`src/rtl/rr_arb_pkg.sv`:
```
// Shared types and defaults for the round-robin grant arbiter.
// Holds the FSM state encoding and the default NREQ/MAX_HOLD sizes.
package rr_arb_pkg;

  localparam int STATE_W      = 2;
  localparam int DEF_NREQ     = 4;
  localparam int DEF_MAX_HOLD = 8;

  typedef enum logic [STATE_W-1:0] {
    IDLE  = 2'd0,
    GRANT = 2'd1,
    TURN  = 2'd2
  } state_t;

endpackage

```
`src/rtl/rr_priority_pick.sv`:
```
// Rotating-priority picker: first set req bit scanning from ptr upward, wrapping.
// Ports: req (requests), ptr (start index) -> found (any pick), idx (picked index).
module rr_priority_pick #(
  parameter int NREQ = 4,
  parameter int ID_W = $clog2(NREQ)
) (
  input  logic [NREQ-1:0] req,
  input  logic [ID_W-1:0] ptr,
  output logic            found,
  output logic [ID_W-1:0] idx
);

  logic [ID_W-1:0] w_cand;

  always_comb begin
    found  = 1'b0;
    idx    = '0;
    w_cand = '0;
    for (int i = 0; i < NREQ; i++) begin
      w_cand = ID_W'((int'(ptr) + i) % NREQ);
      if (!found && req[w_cand]) begin
        found = 1'b1;
        idx   = w_cand;
      end
    end
  end

endmodule

```
`src/rtl/rr_grant_arbiter.sv`:
```
// Round-robin arbiter with registered one-hot grant and one TURN cycle per handoff.
// Ports: clock, reset_n (async low), req -> gnt, gnt_valid, gnt_id, preempt.
// Define ARB_TIMEOUT_EN to preempt an owner held MAX_HOLD cycles while others wait.
module rr_grant_arbiter
  import rr_arb_pkg::*;
#(
  parameter  int NREQ     = DEF_NREQ,
  parameter  int MAX_HOLD = DEF_MAX_HOLD,
  localparam int ID_W     = $clog2(NREQ)
) (
  input  logic            clock,
  input  logic            reset_n,
  input  logic [NREQ-1:0] req,
  output logic [NREQ-1:0] gnt,
  output logic            gnt_valid,
  output logic [ID_W-1:0] gnt_id,
  output logic            preempt
);

  if (NREQ < 2 || NREQ > 8 || MAX_HOLD < 2) begin : g_bad_cfg
    $error("rr_grant_arbiter: unsupported NREQ/MAX_HOLD");
  end

  state_t          r_state;
  state_t          w_state_nxt;
  logic [NREQ-1:0] r_gnt;
  logic [NREQ-1:0] w_gnt_nxt;
  logic [ID_W-1:0] r_gnt_id;
  logic [ID_W-1:0] w_gnt_id_nxt;
  logic [ID_W-1:0] r_ptr;
  logic [ID_W-1:0] w_ptr_nxt;
  logic [ID_W-1:0] w_ptr_inc;
  logic            r_gnt_valid;
  logic            r_preempt;
  logic            w_preempt_nxt;
  logic            w_found;
  logic [ID_W-1:0] w_pick;
  logic            w_owner_req;
  logic            w_timeout;

  rr_priority_pick #(
    .NREQ (NREQ),
    .ID_W (ID_W)
  ) u_pick (
    .req   (req),
    .ptr   (r_ptr),
    .found (w_found),
    .idx   (w_pick)
  );

  assign w_owner_req = req[r_gnt_id];
  assign w_ptr_inc   = (r_gnt_id == ID_W'(NREQ - 1)) ?
                       '0 : r_gnt_id + ID_W'(1);

`ifdef ARB_TIMEOUT_EN
  localparam int HC_W = $clog2(MAX_HOLD);

  logic [HC_W-1:0] r_hold_cnt;
  logic            w_others;

  assign w_others  = |(req & ~r_gnt);
  assign w_timeout = (r_hold_cnt == HC_W'(MAX_HOLD - 1)) && w_others;

  // Counts cycles of the current tenure; cleared on every new grant.
  always_ff @(posedge clock or negedge reset_n) begin
    if (!reset_n) begin
      r_hold_cnt <= '0;
    end else if (r_state == GRANT && w_state_nxt == GRANT) begin
      if (r_hold_cnt != HC_W'(MAX_HOLD - 1))
        r_hold_cnt <= r_hold_cnt + HC_W'(1);
    end else begin
      r_hold_cnt <= '0;
    end
  end
`else
  assign w_timeout = 1'b0;
`endif

  always_ff @(posedge clock or negedge reset_n) begin
    if (!reset_n) r_state <= IDLE;
    else          r_state <= w_state_nxt;
  end

  always_comb begin
    w_state_nxt   = r_state;
    w_gnt_nxt     = r_gnt;
    w_gnt_id_nxt  = r_gnt_id;
    w_ptr_nxt     = r_ptr;
    w_preempt_nxt = 1'b0;
    unique case (r_state)
      IDLE: begin
        if (w_found) begin
          w_state_nxt  = GRANT;
          w_gnt_nxt    = NREQ'(1) << w_pick;
          w_gnt_id_nxt = w_pick;
        end
      end
      GRANT: begin
        // Owner release wins over timeout; preempt only pulses if owner still asks.
        if (!w_owner_req || w_timeout) begin
          w_state_nxt   = TURN;
          w_gnt_nxt     = '0;
          w_gnt_id_nxt  = '0;
          w_ptr_nxt     = w_ptr_inc;
          w_preempt_nxt = w_owner_req;
        end
      end
      TURN: begin
        w_state_nxt = IDLE;
      end
      default: begin
        w_state_nxt  = IDLE;
        w_gnt_nxt    = '0;
        w_gnt_id_nxt = '0;
      end
    endcase
  end

  always_ff @(posedge clock or negedge reset_n) begin
    if (!reset_n) begin
      r_gnt       <= '0;
      r_gnt_id    <= '0;
      r_gnt_valid <= 1'b0;
      r_ptr       <= '0;
      r_preempt   <= 1'b0;
    end else begin
      r_gnt       <= w_gnt_nxt;
      r_gnt_id    <= w_gnt_id_nxt;
      r_gnt_valid <= |w_gnt_nxt;
      r_ptr       <= w_ptr_nxt;
      r_preempt   <= w_preempt_nxt;
    end
  end

  assign gnt       = r_gnt;
  assign gnt_valid = r_gnt_valid;
  assign gnt_id    = r_gnt_id;
  assign preempt   = r_preempt;

endmodule

```
`config.mk`:
```
export PLATFORM = sky130hd
export DESIGN_NAME = rr_grant_arbiter
export DESIGN_NICKNAME = d
export VERILOG_FILES = /design/src/rtl/rr_arb_pkg.sv /design/src/rtl/rr_priority_pick.sv /design/src/rtl/rr_grant_arbiter.sv
export SDC_FILE = /design/constraint.sdc
export NUM_CORES = 1
export LEC_CHECK = 0
export BUFFER_PORTS_ARGS = -buffer_cell sky130_fd_sc_hd__buf_2
export CORE_MARGIN = 4
export CORE_UTILIZATION = 45
export DETAILED_ROUTE_END_ITERATION = 16
export GPL_TIMING_DRIVEN = 0
export HOLD_SLACK_MARGIN = 0.08
export PLACE_DENSITY = 0.68
export SKIP_CTS_REPAIR_TIMING = 1
export SYNTH_ARGS = -nofsm -noshare
export SYNTH_HDL_FRONTEND = slang
export SYNTH_SLANG_ARGS = --single-unit
```
`constraint.sdc`:
```
create_clock -name clock -period 1.4 [get_ports clock]
set_input_delay 0.14 -clock clock [delete_from_list [all_inputs] [get_ports clock]]
set_output_delay 0.14 -clock clock [all_outputs]
set_load 0.05 [all_outputs]
```
==> results of run 1 <==
critical path: stages, from the launching register on:
cell       delay, ps
dfrtp_2          390
mux4_2           550
nor2_2           180
a211oi_4          70
o31ai_1           90
o2111ai_2        140
cell type report:
type / instances / share of cell area
tap: 14 / 0.0235
inverter: 3 / 0.0151
multi-input combinational: 45 / 0.431
clock buffer: 4 / 0.0352
sequential: 11 / 0.371
timing repair buffer: 15 / 0.114
buffer: 1 / 0.0101
metrics by stage:
step / utilization / setup slack, ps / instance area (µm²) / TNS, ps / power [mW]
detailed placement: 0.573 / -193 / 679 / -818 / 1.67
global route: 0.629 / -245 / 746 / -1360 / 2.11
global placement: 0.573 / -162 / 679 / -808 / 1.66
finish: 0.629 / -157 / 746 / -713 / 1.97
floorplan: - / -287 / 602 / -2000 / 1.44
CTS: 0.595 / -198 / 706 / -937 / 1.90
cell families after synthesis:
group / count (synthesis)
adders and majority gates: 1
AOI/OAI and AO/OA: 20
DFF: 11
buffers and inverters: 4
and+or+nand+nor: 22
other: 1
muxes: 1
sequential cells by signal, summed over array words and instances (netlist names):
register / cells
r_ptr: 2
gnt: 4
gnt_valid: 1
gnt_id: 2
r_state: 2
synth_stat cells, drive strengths merged:
cell and instances:
nand2 7, or2 2, mux4 1, a21o 2
dfrtp 11, ha 1, a31oi 1, o2111ai 1
buf 1, nand2b 1, nor2b 1, conb 1
o31ai 1, nor3 1, o211ai 1, inv 3
a221o 1, nor4 1, a21oi 1, and4b 1
o221ai 1, nor2 8, o21ai 6, a21boi 1
a211oi 2, a22o 2
power breakdown:
group	switching, mW	internal, mW	leakage (nW)
logic	0.739	0.395	0.213
registers	0.145	0.473	0.139
clock network	0.110	0.110	0.0150
metal layers:
metal  vias up  routed length [µm]  track usage
li1        257                   -            -
met1       247                 594        0.198
met2        12                 600        0.206
met3         4                  49       0.0244
met4         0                  25       0.0542
met5         -                   0            0
path summary, 6_finish.rpt:
path	slack, ps	to	from
worst max-delay path	-160	gnt_valid	gnt_id[0]
worst min-delay path	270	r_state[0]	reset_n
worst max register to register	-160	gnt_valid	gnt_id[0]
worst min register to register	540	gnt[1]	gnt[1]
max in group asynchronous	910	gnt_id[0]	reset_n
min in group clock	310	gnt[3]	req[0]
==> results.py, run 1 <==
metrics = {
    "drt": {
        "drt-vias-per-instance": 5.59,
        "ant_nets": 0,
        "num_vias": 520,
        "drtIter0Drc": 10,
        "wl_um": 1270,
        "first_pass_iters": 4,
        "wl_per_cell_um": 13.6,
        "drc": 0,
    },
    "global_routing": {
        "grt_overflow": 0,
        "grtUsageTotal": 0.139,
        "grt_max_degree": 12,
        "grt_pass1_vias": 460,
        "antenna_found_initial": 0,
        "grt_pass1_wl_um": 2030,
    },
    "yosys": {
        "ys_seq_area_frac": 0.458,
        "synthCells": 60,
        "ys_top_cells_by_area": "dfrtp_1 46%, nand2_1 4.4%, nor2_1 4.4%",
        "synth_warnings": 0,
        "synth-seq-cells": 11,
        "netlist_area_um2": 601,
        "yosys.cell_types.count": 30,
        "synth_nets": 67,
        "synth.area.mux_share": 0.0375,
        "synth_simple_gate_area_frac": 0.183,
        "synth-compound-area-share": 0.263,
        "syn_area_per_cell_um2": 10.0,
        "synth_top_family_by_area": "compound AO/OA/AOI/OAI gates",
        "synth_area_leader_cell": "dfrtp_1",
        "synth_top_area_frac": 0.458,
        "synthXorXnorAreaFrac": 0,
        "synth_fa_ha_area_frac": 0.0208,
    },
    "power": {
        "power_density_mw_per_mm2": 2640,
        "ir_worst_vdd_v": 0.00135,
        "p_leak_nw": 0.367,
    },
    "clock_tree": {
        "clk_path_buf_depth": 2,
        "path_clk_slew_ps": 70,
        "cts_buffers": 3,
        "clkSinkCount": 11,
        "insertion_delay_ps": 270,
        "cts_tree": "built",
        "htreeDepth": 1,
        "root_buffer": "clkbuf_4",
    },
    "status": {
        "violations": "negative setup slack",
        "status": "finished, violations left",
    },
    "die": {
        "rows": 12,
        "dieArea_mm2": 0.00198,
        "die_h_um": 44.5,
        "die_x_um": 44.5,
        "core_mm2": 0.00119,
        "io_pins": 14,
        "initial_utilization": 0.506,
    },
    "place": {
        "place.gp.congestion": 0.815,
        "detailed_place_hpwl_um": 907,
        "io_buffers": 12,
        "placed_cells": 86,
    },
    "setup_path": {
        "worstSetupPathType": "register to register",
        "start_kind": "register",
        "path_max_fanout": 6,
        "arrival_ps": 1690,
        "cp.required_ps": 1530,
        "end_kind": "register",
        "rr_worst_depth": 5,
    },
    "cells_and_area": {
        "layout_commonest_cell": "buf_2",
        "final_cells": 93,
        "drive_gt1_frac": 0.392,
        "finalNetCount": 87,
        "antenna_cells": 0,
        "final_cell_mix": "12 x buf_2, 10 x dfrtp_1, 7 x nand2_1",
        "multi_input_area_um2": 322,
        "regArea_um2": 277,
        "areaGrowthSynthToFinish_pct": 24.2,
        "fill_cells": 90,
    },
    "min_path": {
        "worstHoldPathType": "primary input to asynchronous set/reset pin",
    },
    "sta": {
        "finalHoldViolCount": 0,
        "period_minus_slack_ps": 1560,
        "rsz0062_at_grt": "yes",
        "setup_viol": 9,
        "max_freq_ghz": 0.642,
        "slew_violations": 0,
        "min_period_over_period": 1.11,
        "setup_ws_ps": -157,
        "fin_hold_ws_ps": 266,
        "finalClockSkew_ps": 3.06,
    },
    "job": {
        "cap_violations": 0,
    },
}
Power figures use the tool's default switching activity.
==> run 2: changes to the inputs <==
--- a/config.mk
+++ b/config.mk
@@ -10,8 +10,7 @@
 export CORE_UTILIZATION = 45
 export DETAILED_ROUTE_END_ITERATION = 16
 export GPL_TIMING_DRIVEN = 0
-export HOLD_SLACK_MARGIN = 0.08
-export PLACE_DENSITY = 0.68
+export PLACE_DENSITY = 0.66
 export SKIP_CTS_REPAIR_TIMING = 1
 export SYNTH_ARGS = -nofsm -noshare
 export SYNTH_HDL_FRONTEND = slang
==> constraint.sdc (replaced) <==
create_clock -name clock -period 1.5 [get_ports clock]
set_input_delay 0.15 -clock clock [delete_from_list [all_inputs] [get_ports clock]]
set_output_delay 0.15 -clock clock [all_outputs]
set_load 0.05 [all_outputs]
==> results.py, run 2 (synthesized netlist as in run 1, its figures left out) <==
metrics = {
    "status": {
        "status": "finished, violations left",
        "violations": "negative setup slack",
    },
    "setup_path": {
        "path_max_fanout": 4,
        "cp.required_ps": 1620,
        "start_kind": "register",
        "arrival_ps": 1690,
        "end_kind": "register",
        "worstSetupPathType": "register to register",
    },
    "sta": {
        "setup_viol": 2,
        "finalHoldViolCount": 0,
        "slew_violations": 0,
        "period_minus_slack_ps": 1560,
        "setup_ws_ps": -64.5,
        "tns_ps": -83.9,
        "rsz0062_at_grt": "yes",
        "fin_hold_ws_ps": 267,
        "min_period_over_period": 1.04,
        "finalClockSkew_ps": 6.38,
        "max_freq_ghz": 0.639,
    },
    "global_routing": {
        "grt_pass1_wl_um": 2120,
        "antenna_found_initial": 0,
        "grt_max_degree": 12,
        "grt_overflow": 0,
        "grt_pass1_vias": 479,
        "grtUsageTotal": 0.146,
    },
    "drt": {
        "drtIter0Drc": 16,
        "wl_per_cell_um": 14.1,
        "drt-vias-per-instance": 5.48,
        "ant_nets": 0,
        "num_vias": 504,
        "drc": 0,
        "first_pass_iters": 4,
        "wl_um": 1290,
    },
    "die": {
        "io_pins": 14,
        "core_mm2": 0.00119,
        "die_x_um": 44.5,
        "initial_utilization": 0.506,
        "dieArea_mm2": 0.00198,
        "die_h_um": 44.5,
        "rows": 12,
    },
    "clock_tree": {
        "root_buffer": "clkbuf_4",
        "cts_buffers": 3,
        "path_clk_slew_ps": 70,
        "clkSinkCount": 11,
        "clk_path_buf_depth": 2,
        "insertion_delay_ps": 270,
        "cts_tree": "built",
        "htreeDepth": 1,
    },
    "place": {
        "io_buffers": 12,
        "placed_cells": 86,
        "detailed_place_hpwl_um": 945,
        "place_area_um2": 679,
        "place.gp.congestion": 0.801,
    },
    "power": {
        "ir_worst_vdd_v": 0.00136,
        "power_density_mw_per_mm2": 2460,
        "power_mw": 1.82,
        "p_leak_nw": 0.360,
    },
    "cells_and_area": {
        "largest_register_ffs": 4,
        "final_cell_mix": "12 x buf_2, 10 x dfrtp_1, 7 x nand2_1",
        "antenna_cells": 0,
        "fin_area_um2": 739,
        "areaGrowthSynthToFinish_pct": 23.1,
        "finalNetCount": 86,
        "final_cells": 92,
        "drive_gt1_frac": 0.385,
        "layout_commonest_cell": "buf_2",
    },
    "job": {
        "cap_violations": 0,
    },
    "min_path": {
        "worstHoldPathType": "primary input to asynchronous set/reset pin",
    },
}
run 2: per-stage QoR:
stage,utilization,setup slack (ps)
3_5_place_dp,0.573,-64.9
3_3_place_gp,0.573,-66.0
4_1_cts,0.595,-74.5
5_1_grt,0.623,-142
2_1_floorplan,-,-187
6_report,0.623,-64.5
run 2: worst paths after layout:
path | start | endpoint | slack [ps] | depth (start not counted)
max in group asynchronous | reset_n | gnt_id[0] | 1010 | 2
hold reg to reg | gnt[1] | gnt[1] | 540 | 1
hold / removal | reset_n | r_state[0] | 270 | 2
setup / recovery | gnt_id[0] | gnt_valid | -60 | 4
setup reg to reg | gnt_id[0] | gnt_valid | -60 | 4
min in group clock | req[0] | gnt[3] | 330 | 3
run 2: area by class of cell:
type,count,area (µm²)
well taps,14,17.5
flip-flops and latches,11,277
fillers,103,447
clock buffers,4,26.3
repair buffers,14,77.6
multi-input cells,45,323
plain buffers,1,7.51
inverters,3,11.3
run 2: power breakdown:
group	switching [mW]	internal, mW	total (mW)
combinational	0.687	0.350	1.04
clock	0.101	0.103	0.204
sequential	0.140	0.441	0.581
total	0.927	0.893	1.82
run 2: worst max-delay path, stage by stage (launching register included):
cell,delay [ps]
dfrtp_2,390
mux4_2,570
and4b_1,210
a21oi_2,120
o2111ai_1,130
run 2: metal layers:
layer	vias up	GRT usage	part of all wire
met3	2	0.0244	0.039
met5	-	0	0
li1	254	-	-
met4	0	0.0723	0.0062
met1	236	0.198	0.46
met2	12	0.223	0.49
